## config.mk

```make
export PLATFORM = sky130hd
export DESIGN_NAME = mac_chain_sched
export DESIGN_NICKNAME = d
export VERILOG_FILES = /design/src/rtl/mac_chain_pkg.sv /design/src/rtl/mac_operand_bank.sv /design/src/rtl/mac_chain_sched.sv
export SDC_FILE = /design/constraint.sdc
export NUM_CORES = 1
export LEC_CHECK = 0
export CAP_MARGIN = 0
export CORE_ASPECT_RATIO = 0.75
export CORE_MARGIN = 1
export CORE_UTILIZATION = 40
export DETAILED_ROUTE_END_ITERATION = 7
export GPL_ROUTABILITY_DRIVEN = 0
export PLACE_DENSITY_LB_ADDON = 0.08
export RECOVER_POWER = 50
export SETUP_SLACK_MARGIN = 0.2
export SYNTH_ARGS = -nofsm -noshare
export SYNTH_HDL_FRONTEND = slang
export SYNTH_SLANG_ARGS = --single-unit
```

## constraint.sdc

```tcl
create_clock -name clk -period 7.7 [get_ports clk]
set_input_delay 1.925 -clock clk [delete_from_list [all_inputs] [get_ports clk]]
set_output_delay 1.925 -clock clk [all_outputs]
set_load 0.005 [all_outputs]
```

## src/rtl/mac_chain_pkg.sv

```systemverilog
`default_nettype none
// ============================================================================
//  Module      : mac_chain_pkg
//  Description : Shared types and constants for the conditional MAC chain
//                sequencer (state encoding, data format, signed compare).
//  Revision    : 1.0 - initial release
// ============================================================================
package mac_chain_pkg;

  // Data format: Q16.16 signed fixed-point
  localparam int W    = 32;
  localparam int FRAC = 16;

  // Controller states, explicit 3-bit encoding
  typedef enum logic [2:0] {
    ST_IDLE      = 3'd0,
    ST_MUL_ISSUE = 3'd1,
    ST_MUL_WAIT  = 3'd2,
    ST_ADD_ISSUE = 3'd3,
    ST_ADD_WAIT  = 3'd4,
    ST_DONE      = 3'd5
  } state_t;

  // True when lhs > rhs, both interpreted as two's-complement words
  function automatic logic signed_gt(input logic [W-1:0] lhs,
                                     input logic [W-1:0] rhs);
    return $signed(lhs) > $signed(rhs);
  endfunction

endpackage
`default_nettype wire

```

## src/rtl/mac_operand_bank.sv

```systemverilog
`default_nettype none
// ============================================================================
//  Module      : mac_operand_bank
//  Description : 2 x N x W operand register file holding the a[] and b[]
//                arrays. One write port; a[i]/b[i] are read combinationally
//                from a registered element index supplied by the controller.
//  Revision    : 1.0 - initial release
// ============================================================================
module mac_operand_bank #(
  parameter int N     = 5,
  parameter int W     = 32,
  parameter int IDX_W = 3
) (
  input  logic             clk,
  input  logic             reset,
  input  logic             wr_en,
  input  logic             wr_sel,
  input  logic [IDX_W-1:0] wr_idx,
  input  logic [W-1:0]     wr_data,
  input  logic [IDX_W-1:0] rd_idx,
  output logic [W-1:0]     rd_a,
  output logic [W-1:0]     rd_b
);
  import mac_chain_pkg::*;

  logic [W-1:0] a_mem [N];
  logic [W-1:0] b_mem [N];

  // Write port: an index outside 0..N-1 matches no entry and is dropped
  always_ff @(posedge clk or negedge reset) begin
    if (!reset) begin
      for (int e = 0; e < N; e++) begin
        a_mem[e] <= '0;
        b_mem[e] <= '0;
      end
    end else if (wr_en) begin
      for (int e = 0; e < N; e++) begin
        if (wr_idx == IDX_W'(e)) begin
          if (wr_sel) b_mem[e] <= wr_data;
          else        a_mem[e] <= wr_data;
        end
      end
    end
  end

  // Read port: explicit decode so an out-of-range index reads zero
  always_comb begin
    rd_a = '0;
    rd_b = '0;
    for (int e = 0; e < N; e++) begin
      if (rd_idx == IDX_W'(e)) begin
        rd_a = a_mem[e];
        rd_b = b_mem[e];
      end
    end
  end

endmodule
`default_nettype wire

```

## src/rtl/mac_chain_sched.sv

```systemverilog
`default_nettype none
// ============================================================================
//  Module      : mac_chain_sched
//  Description : Evaluates x[i] = x[i-1] +/- a[i]*b[i] over N elements by
//                time-sharing one external multiplier and one external adder
//                through their start/valid handshakes. Returns x[N-1] with a
//                start/valid/busy protocol.
//  Revision    : 1.0 - initial release
// ============================================================================
module mac_chain_sched #(
  parameter int N     = 5,
  parameter int W     = 32,
  parameter int IDX_W = 3
) (
  input  logic             clk,
  input  logic             reset,
  input  logic             start,
  output logic             busy,
  output logic             valid,
  output logic [W-1:0]     result,
  input  logic             ld_en,
  input  logic             ld_sel,
  input  logic [IDX_W-1:0] ld_idx,
  input  logic [W-1:0]     ld_data,
  output logic [W-1:0]     mul_op_a,
  output logic [W-1:0]     mul_op_b,
  output logic             mul_start,
  input  logic [W-1:0]     mul_result,
  input  logic             mul_valid,
  output logic [W-1:0]     add_op_a,
  output logic [W-1:0]     add_op_b,
  output logic             add_start,
  input  logic [W-1:0]     add_result,
  input  logic             add_valid
);
  import mac_chain_pkg::*;

  state_t           state;
  state_t           state_nxt;
  logic [IDX_W-1:0] idx;
  logic [W-1:0]     x_acc;
  logic [W-1:0]     prod;
  logic [W-1:0]     mul_a_hold;
  logic [W-1:0]     mul_b_hold;
  logic [W-1:0]     add_a_hold;
  logic [W-1:0]     add_b_hold;
  logic [W-1:0]     rd_a;
  logic [W-1:0]     rd_b;
  logic [W-1:0]     add_b_sel;
  logic             last_elem;
  logic             bank_wr_en;

  // Loads are only honoured while idle, including the cycle start is taken
  assign bank_wr_en = ld_en && (state == ST_IDLE);
  assign last_elem  = (idx == IDX_W'(N - 1));

  // First element always adds; afterwards add only if p > x, else subtract
  assign add_b_sel  = (signed_gt(prod, x_acc) || (idx == '0)) ? prod : (W'(0) - prod);

  mac_operand_bank #(
    .N     (N),
    .W     (W),
    .IDX_W (IDX_W)
  ) u_bank (
    .clk     (clk),
    .reset   (reset),
    .wr_en   (bank_wr_en),
    .wr_sel  (ld_sel),
    .wr_idx  (ld_idx),
    .wr_data (ld_data),
    .rd_idx  (idx),
    .rd_a    (rd_a),
    .rd_b    (rd_b)
  );

  // State register
  always_ff @(posedge clk or negedge reset) begin
    if (!reset) state <= ST_IDLE;
    else        state <= state_nxt;
  end

  // Next-state and handshake/status outputs. Operands are presented live in
  // the ISSUE cycle and replayed from hold registers afterwards, so they
  // only change on ISSUE entry and stay put through the WAIT states.
  always_comb begin
    state_nxt = state;
    busy      = 1'b0;
    valid     = 1'b0;
    mul_start = 1'b0;
    add_start = 1'b0;
    mul_op_a  = mul_a_hold;
    mul_op_b  = mul_b_hold;
    add_op_a  = add_a_hold;
    add_op_b  = add_b_hold;
    case (state)
      ST_IDLE: begin
        if (start) state_nxt = ST_MUL_ISSUE;
      end
      ST_MUL_ISSUE: begin
        busy      = 1'b1;
        mul_start = 1'b1;
        mul_op_a  = rd_a;
        mul_op_b  = rd_b;
        state_nxt = ST_MUL_WAIT;
      end
      ST_MUL_WAIT: begin
        busy = 1'b1;
        if (mul_valid) state_nxt = ST_ADD_ISSUE;
      end
      ST_ADD_ISSUE: begin
        busy      = 1'b1;
        add_start = 1'b1;
        add_op_a  = x_acc;
        add_op_b  = add_b_sel;
        state_nxt = ST_ADD_WAIT;
      end
      ST_ADD_WAIT: begin
        busy = 1'b1;
        if (add_valid) state_nxt = last_elem ? ST_DONE : ST_MUL_ISSUE;
      end
      ST_DONE: begin
        valid     = 1'b1;
        state_nxt = ST_IDLE;
      end
      default: state_nxt = ST_IDLE;
    endcase
  end

  // Datapath: index, accumulator, captured product, operand holds, result
  always_ff @(posedge clk or negedge reset) begin
    if (!reset) begin
      idx        <= '0;
      x_acc      <= '0;
      prod       <= '0;
      mul_a_hold <= '0;
      mul_b_hold <= '0;
      add_a_hold <= '0;
      add_b_hold <= '0;
      result     <= '0;
    end else begin
      case (state)
        ST_IDLE: begin
          if (start) begin
            idx   <= '0;
            x_acc <= '0;
          end
        end
        ST_MUL_ISSUE: begin
          mul_a_hold <= rd_a;
          mul_b_hold <= rd_b;
        end
        ST_MUL_WAIT: begin
          if (mul_valid) prod <= mul_result;
        end
        ST_ADD_ISSUE: begin
          add_a_hold <= x_acc;
          add_b_hold <= add_b_sel;
        end
        ST_ADD_WAIT: begin
          if (add_valid) begin
            x_acc <= add_result;
            // Result is loaded on DONE entry so it is final while valid pulses
            if (last_elem) result <= add_result;
            else           idx    <= idx + 1'b1;
          end
        end
        default: ;
      endcase
    end
  end

endmodule
`default_nettype wire

```

==> results.ini, run 1 <==
[cts]
cts_tree=built
numCtsBuffers=56
cts_resized=0
clk_latency_ps=600
clk_pin_slew_ps=60
cts.path.max_buffers=3
htree_levels=2
cts_hold_buf=0
clockRootBuffer=clkbuf_16
postCtsSetupRepairBufs=0
cts.sinks=550

[setup_path]
end_kind=primary output
worstSetupStartpointType=register
critPathMaxFanout=21
critPathArrivalTime_ps=4700
startpoint=prod[10]
timing.rr.start=prod[10]
required_ps=5780
crit_type=reg2out

[pwr]
comb_power_share_pct=36.5
p_clk_share_pct=23.5
switching_power_mw=3.77
swShare_pct=33.4
power_frac_seq_pct=40.0
vdd_drop_max_v=0.000239
intPower_mw=7.52
leakage_nw=12.8
p_per_area_nw_per_um2=386

[synthesis]
synth_warnings=0
synth_cell_types=58
synth.area.mux_share_pct=17.9
synth_top_cell_area_share_pct=57.1
synth-simple-area-share_pct=7.52
netlist_top_cells_area=dfrtp_1 (57%), mux2_1 (9.8%), mux2_2 (8.1%)
synthesis.area_um2=24100
syn_nets=2184
synth_top_family_by_area=multiplexers
ys_ff_latch=550
synthAdderAreaFrac_pct=1.97
synthXorXnorAreaFrac_pct=1.13
async_flop_share_pct=100
synthFlopType=dfrtp_1
synth_compound_area_share_pct=11.0
avgSynthCellArea_um2=11.8
yosysTopAreaCell=dfrtp_1
synth-edff-count=0
ys_seq_area_share_pct=57.1
synthCells=2040

[sta]
period_needed_ps=6620
post-route-period-util_pct=86.0
whs_ps=483
setup_viol=0
tns_ps=0
fin_ws_ps=1080
drv_slew=194
fin_skew_ps=17.1
finalHoldViolCount=0
rsz0062_at_grt=no
relSlewSlack_pct=-228
fmax_ghz=0.151
worst_pin_slew_ps=4920

[cells_and_area]
n_fill_cell=5296
fin_cells=3059
drive_above_1_share_pct=13.4
nets=2368
area_delta_synth_final_pct=21.3
final_cell_area_um2=29200

[place]
port_buffers=269
placed_cell_area_um2=27500
placed_cells=2956
dpl.hpwl_um=40000
dp_slack_ps=1690

[grt]
grt_remaining_overflow=0
grt_pass1_vias=17000
grt_pass1_wl_um=102000
grt_max_degree=148
grt_usage_pct=21.3
antenna_found_initial=4

[routing]
drt_first_iter_violations=962
vias_per_cell=5.37
ant_nets=0
drt_wl_total_um=64600
drc_errors=0
firstDrtPassIters=4
wl_per_cell_um=21.1
num_vias=16400

[hold_path]
hold_start=add_a_hold[0]
min_path_type=reg2reg

[floorplanning]
die-width_um=285
dieHeight_um=215
core_area_um2=59300
start_util_pct=40.7
rows=77
die_area_um2=61200
ios=270

[run_status]
status=complete, but fails checks
violations=capacitance limit, slew limit

[job]
max_cap_viol_count=4

[final timing paths]
path	slack, ps	cells past startpoint	end
max	1080	10	add_op_b[26]
min	480	2	add_a_hold[0]
max reg2reg	4060	9	add_b_hold[26]
min reg2reg	480	2	add_a_hold[0]
max in group asynchronous	1560	1	result[16]
min in group asynchronous	3310	1	mul_a_hold[6]
[worst max-delay path, cell delays in order, from the launching register on]
cell and delay (ps):
dfrtp_1 480, ha_1 340, nand4_1 210, or4_1 630
o21ai_2 180, a311oi_2 80, nor4_4 940, o41ai_1 230
xor2_1 200, o21ai_1 220, clkdlybuf4s50_1 560
[registers in the layout, summed over array words and instances, names as in the netlist]
register,cells
add_a_hold,32
add_b_hold,32
idx,3
mul_a_hold,32
mul_b_hold,32
prod,32
result,32
state,3
u_bank.a_mem,160
u_bank.b_mem,160
x_acc,32
[synth_stat cells (3+ instances only)]
cell type and n:
a21oi_1 17, o311ai_1 15, inv_2 3, nand2b_1 5
nor2_1 77, and2_1 3, o21a_1 3, nand3b_1 3
nand2_1 234, xnor2_1 4, nor3_1 4, o31ai_1 6
xor2_1 27, mux2_1 210, o311ai_0 49, o21ai_0 138
clkbuf_1 104, inv_1 39, ha_1 38, nor3b_1 4
nor2b_1 4, nand3_1 46, or3_1 9, dfrtp_1 550
o21ai_1 101, mux2_2 173, a221oi_1 66, nand4_1 8
buf_1 59, buf_2 6
[metal layers]
metal  share of wire (%)  vias to the layer above  GRT usage (%)  wire (µm)
li1                    -                     7640              -          -
met1                  49                     8400           31.7      31700
met2                  45                      279           32.4      29100
met3                 3.9                       99           3.26       2520
met4                 2.0                        6           5.31       1290
met5               0.057                        -              0         37
[kinds of logic after synthesis]
family                     count (synthesis)
xor gates and xnor gates                  31
adders and majority gates                 38
buffers and inverters                    213
AOI/OAI and AO/OA                        411
muxes                                    383
DFF                                      550
and+or+nand+nor                          414
[layout make-up]
type                            instances  area, µm²  share of cell area (%)
Sequential cell                       550      13800                    47.1
Multi-Input combinational cell       1277       9610                    32.9
Timing Repair Buffer                  297       2930                    10.0
Clock buffer                           91       1680                    5.76
Tap cell                              790        988                    3.38
Inverter                               42        158                   0.540
Clock inverter                         11       87.6                   0.300
Antenna cell                            1       2.50                 0.00856
[power by group through the flow]
stage,registers [mW],logic (mW),clock network [mW]
5_1_grt,4.65,4.57,2.85
3_3_place_gp,4.51,4.12,0
3_5_place_dp,4.57,4.18,0
4_1_cts,4.52,4.20,2.74
2_1_floorplan,4.39,2.36,0
6_report,4.52,4.12,2.65
[stage by stage]
stage | util (%) | total power, mW
4_1_cts | 49.3 | 11.5
5_1_grt | 49.3 | 12.1
6_report | 49.3 | 11.3
3_5_place_dp | 46.4 | 8.74
3_3_place_gp | 46.4 | 8.63
2_1_floorplan | - | 6.76
[layout by cell type (no fill, tap or decap), types with 3 or more instances in the layout]
| cell type | count |
|---|---|
| nand3_1 | 45 |
| buf_12 | 3 |
| clkdlybuf4s50_1 | 266 |
| o311ai_1 | 15 |
| clkbuf_8 | 13 |
| nand2_1 | 230 |
| dfrtp_1 | 550 |
| o21a_1 | 3 |
| o21ai_0 | 138 |
| o21ai_1 | 101 |
| inv_1 | 39 |
| o31ai_1 | 6 |
| nand2_2 | 3 |
| o311ai_0 | 49 |
| ha_1 | 37 |
| nand4_1 | 8 |
| clkbuf_16 | 57 |
| or3_1 | 9 |
| mux2_2 | 172 |
| mux2_1 | 211 |
| nand3b_1 | 3 |
| xor2_1 | 27 |
| nor3_1 | 4 |
| nor3b_1 | 4 |
| buf_4 | 22 |
| xnor2_1 | 4 |
| nor2_1 | 75 |
| nand2b_1 | 5 |
| clkinv_2 | 8 |
| inv_2 | 3 |
| clkbuf_1 | 24 |
| a21oi_1 | 17 |
| a221oi_1 | 66 |
Note: power is estimated with default switching activity, not from simulation.
==> run 2, diff against run 1 <==
- HOLD_SLACK_MARGIN: default -> 0.12
==> results of run 2 <==
Final layout, timing and power as in run 1 (identical DEF).
==> run 3, diff against run 2 <==
- CORE_UTILIZATION: 40 -> 36
==> run 3 against run 2 <==
Effect of this change: the run still ends with capacitance limit, slew limit left; sequential cell count stayed put; combinational power hardly changed; via count is 0.62% higher; register-to-register slack worse by 90 ps; hold slack worse by 0.57 ps; critical path type unchanged; largest cell class unchanged.
==> results.ini, run 3 (same netlist as run 1, synthesis figures left out) <==
[cells_and_area]
largest_registers=u_bank.a_mem (160), u_bank.b_mem (160)
fin_cells=3149  ; +2.9%
n_fill_cell=6052  ; +14%
area_delta_synth_final_pct=22.3
drive_above_1_share_pct=14.0  ; +0.62 points
final_cell_mix=dfrtp_1 (550), clkdlybuf4s50_1 (267), nand2_1 (230), mux2_1 (211), mux2_2 (172)
layout_commonest_cell=dfrtp_1
nets=2374  ; +0.25%

[cts]
clockRootBuffer=clkbuf_16
cts.path.max_buffers=3  ; unchanged
cts_hold_buf=0  ; unchanged
numCtsBuffers=58  ; +3.6%
cts.sinks=550  ; unchanged
cts_tree=built
cts_resized=0  ; unchanged
htree_levels=2  ; unchanged
postCtsSetupRepairBufs=0  ; unchanged
clk_pin_slew_ps=60  ; about the same
clk_latency_ps=620  ; +20 ps

[setup_path]
crit_type=reg2out
required_ps=5780  ; about the same
worstSetupStartpointType=register
end_kind=primary output
critPathMaxFanout=69  ; +230%
critPathArrivalTime_ps=4620  ; -80 ps

[floorplanning]
dieHeight_um=226  ; +5.4%
core_area_um2=65700  ; +11%
die_area_um2=68000  ; +11%
rows=81  ; +5.2%
die-width_um=301  ; +5.4%
ios=270  ; unchanged
start_util_pct=36.7  ; -4.0 points

[run_status]
status=complete, but fails checks
violations=capacitance limit, slew limit

[routing]
drt_wl_total_um=67200  ; +4.0%
drt_first_iter_violations=908  ; -5.6%
drc_errors=0  ; unchanged
num_vias=16500  ; +0.62%
vias_per_cell=5.25  ; -2.3%
ant_nets=0  ; unchanged
firstDrtPassIters=5  ; +1
wl_per_cell_um=21.3  ; +1.0%

[sta]
finalHoldViolCount=0  ; unchanged
whs_ps=482  ; -0.566 ps
fmax_ghz=0.153  ; +1.2%
fin_skew_ps=17.1  ; -0.0130 ps
rsz0062_at_grt=no
tns_ps=0  ; unchanged
drv_slew=667  ; +240%
post-route-period-util_pct=85.0  ; -1.1 points
fin_ws_ps=1160  ; +81.3 ps
setup_viol=0  ; unchanged
relSlewSlack_pct=-171  ; +57 points
worst_pin_slew_ps=4070  ; -851 ps
period_needed_ps=6540  ; -81.3 ps

[place]
dpl.hpwl_um=41500  ; +3.9%
placed_cells=3041  ; +2.9%
dp_slack_ps=2090  ; +400 ps
port_buffers=269  ; unchanged

[pwr]
vdd_drop_max_v=0.000210  ; -12%
p_per_area_nw_per_um2=390  ; +0.94%
leakage_nw=12.9  ; +0.58%
fin_total_pwr_mw=11.5  ; +1.8%

[grt]
grt_pass1_vias=16800  ; -1.1%
antenna_found_initial=7  ; +3
grt_remaining_overflow=0  ; unchanged
grt_max_degree=165  ; +11%
grt_usage_pct=19.9  ; -1.4 points
grt_pass1_wl_um=104000  ; +2.0%

[hold_path]
min_path_type=reg2reg

[job]
max_cap_viol_count=9  ; +5

[run 3: per-layer routing]
metal | share of wire [%] | routed length, µm | up-vias | GRT usage [%]
met5 | 0.054 | 36 | - | 0
met1 | 47 | 31800 | 8453 | 28.3
met2 | 46 | 31200 | 298 | 31.4
li1 | - | - | 7675 | -
met3 | 4.3 | 2890 | 94 | 3.42
met4 | 1.9 | 1260 | 6 | 4.93
[run 3: layout make-up]
cell class | count | area [µm²] | share of cell area, %
repair buffers | 301 | 2920 | 9.90
multi-input cells | 1277 | 9610 | 32.6
clock buffers | 87 | 1740 | 5.90
flip-flops and latches | 550 | 13800 | 46.7
inverters | 42 | 158 | 0.535
diodes | 3 | 7.51 | 0.0255
clock inverters | 18 | 191 | 0.649
well taps | 871 | 1090 | 3.70
[run 3: critical path: stages, from the launching register on]
cell and delay (ps):
dfrtp_1 530, nand3b_1 170, clkbuf_1 2080, o21ai_0 610, clkdlybuf4s50_1 600
[run 3: final timing paths]
kind | from | to | slack [ps] | cells past startpoint
worst max register to register | state[2] | add_b_hold[0] | 3970 | 3
worst min-delay path | u_bank.b_mem[17] | u_bank.b_mem[17] | 480 | 1
min in group asynchronous | reset | mul_a_hold[7] | 1310 | 1
worst max-delay path | state[2] | add_op_b[0] | 1160 | 4
max in group asynchronous | reset | u_bank.a_mem[55] | 1910 | 2
worst min register to register | u_bank.b_mem[17] | u_bank.b_mem[17] | 480 | 1
[run 3: per-stage QoR]
| step | utilization [%] | cell area, µm² |
|---|---|---|
| after floorplan | - | 24100 |
| after global placement | 42.0 | 27600 |
| after detailed placement | 42.0 | 27600 |
| after CTS | 45.0 | 29500 |
| after global routing | 44.9 | 29500 |
| final | 44.9 | 29500 |
[run 3: power breakdown]
part           internal (mW)  switching [mW]
Clock                   1.65            1.18
Combinational           2.03            2.09
Sequential              3.97           0.572
Total                   7.65            3.84
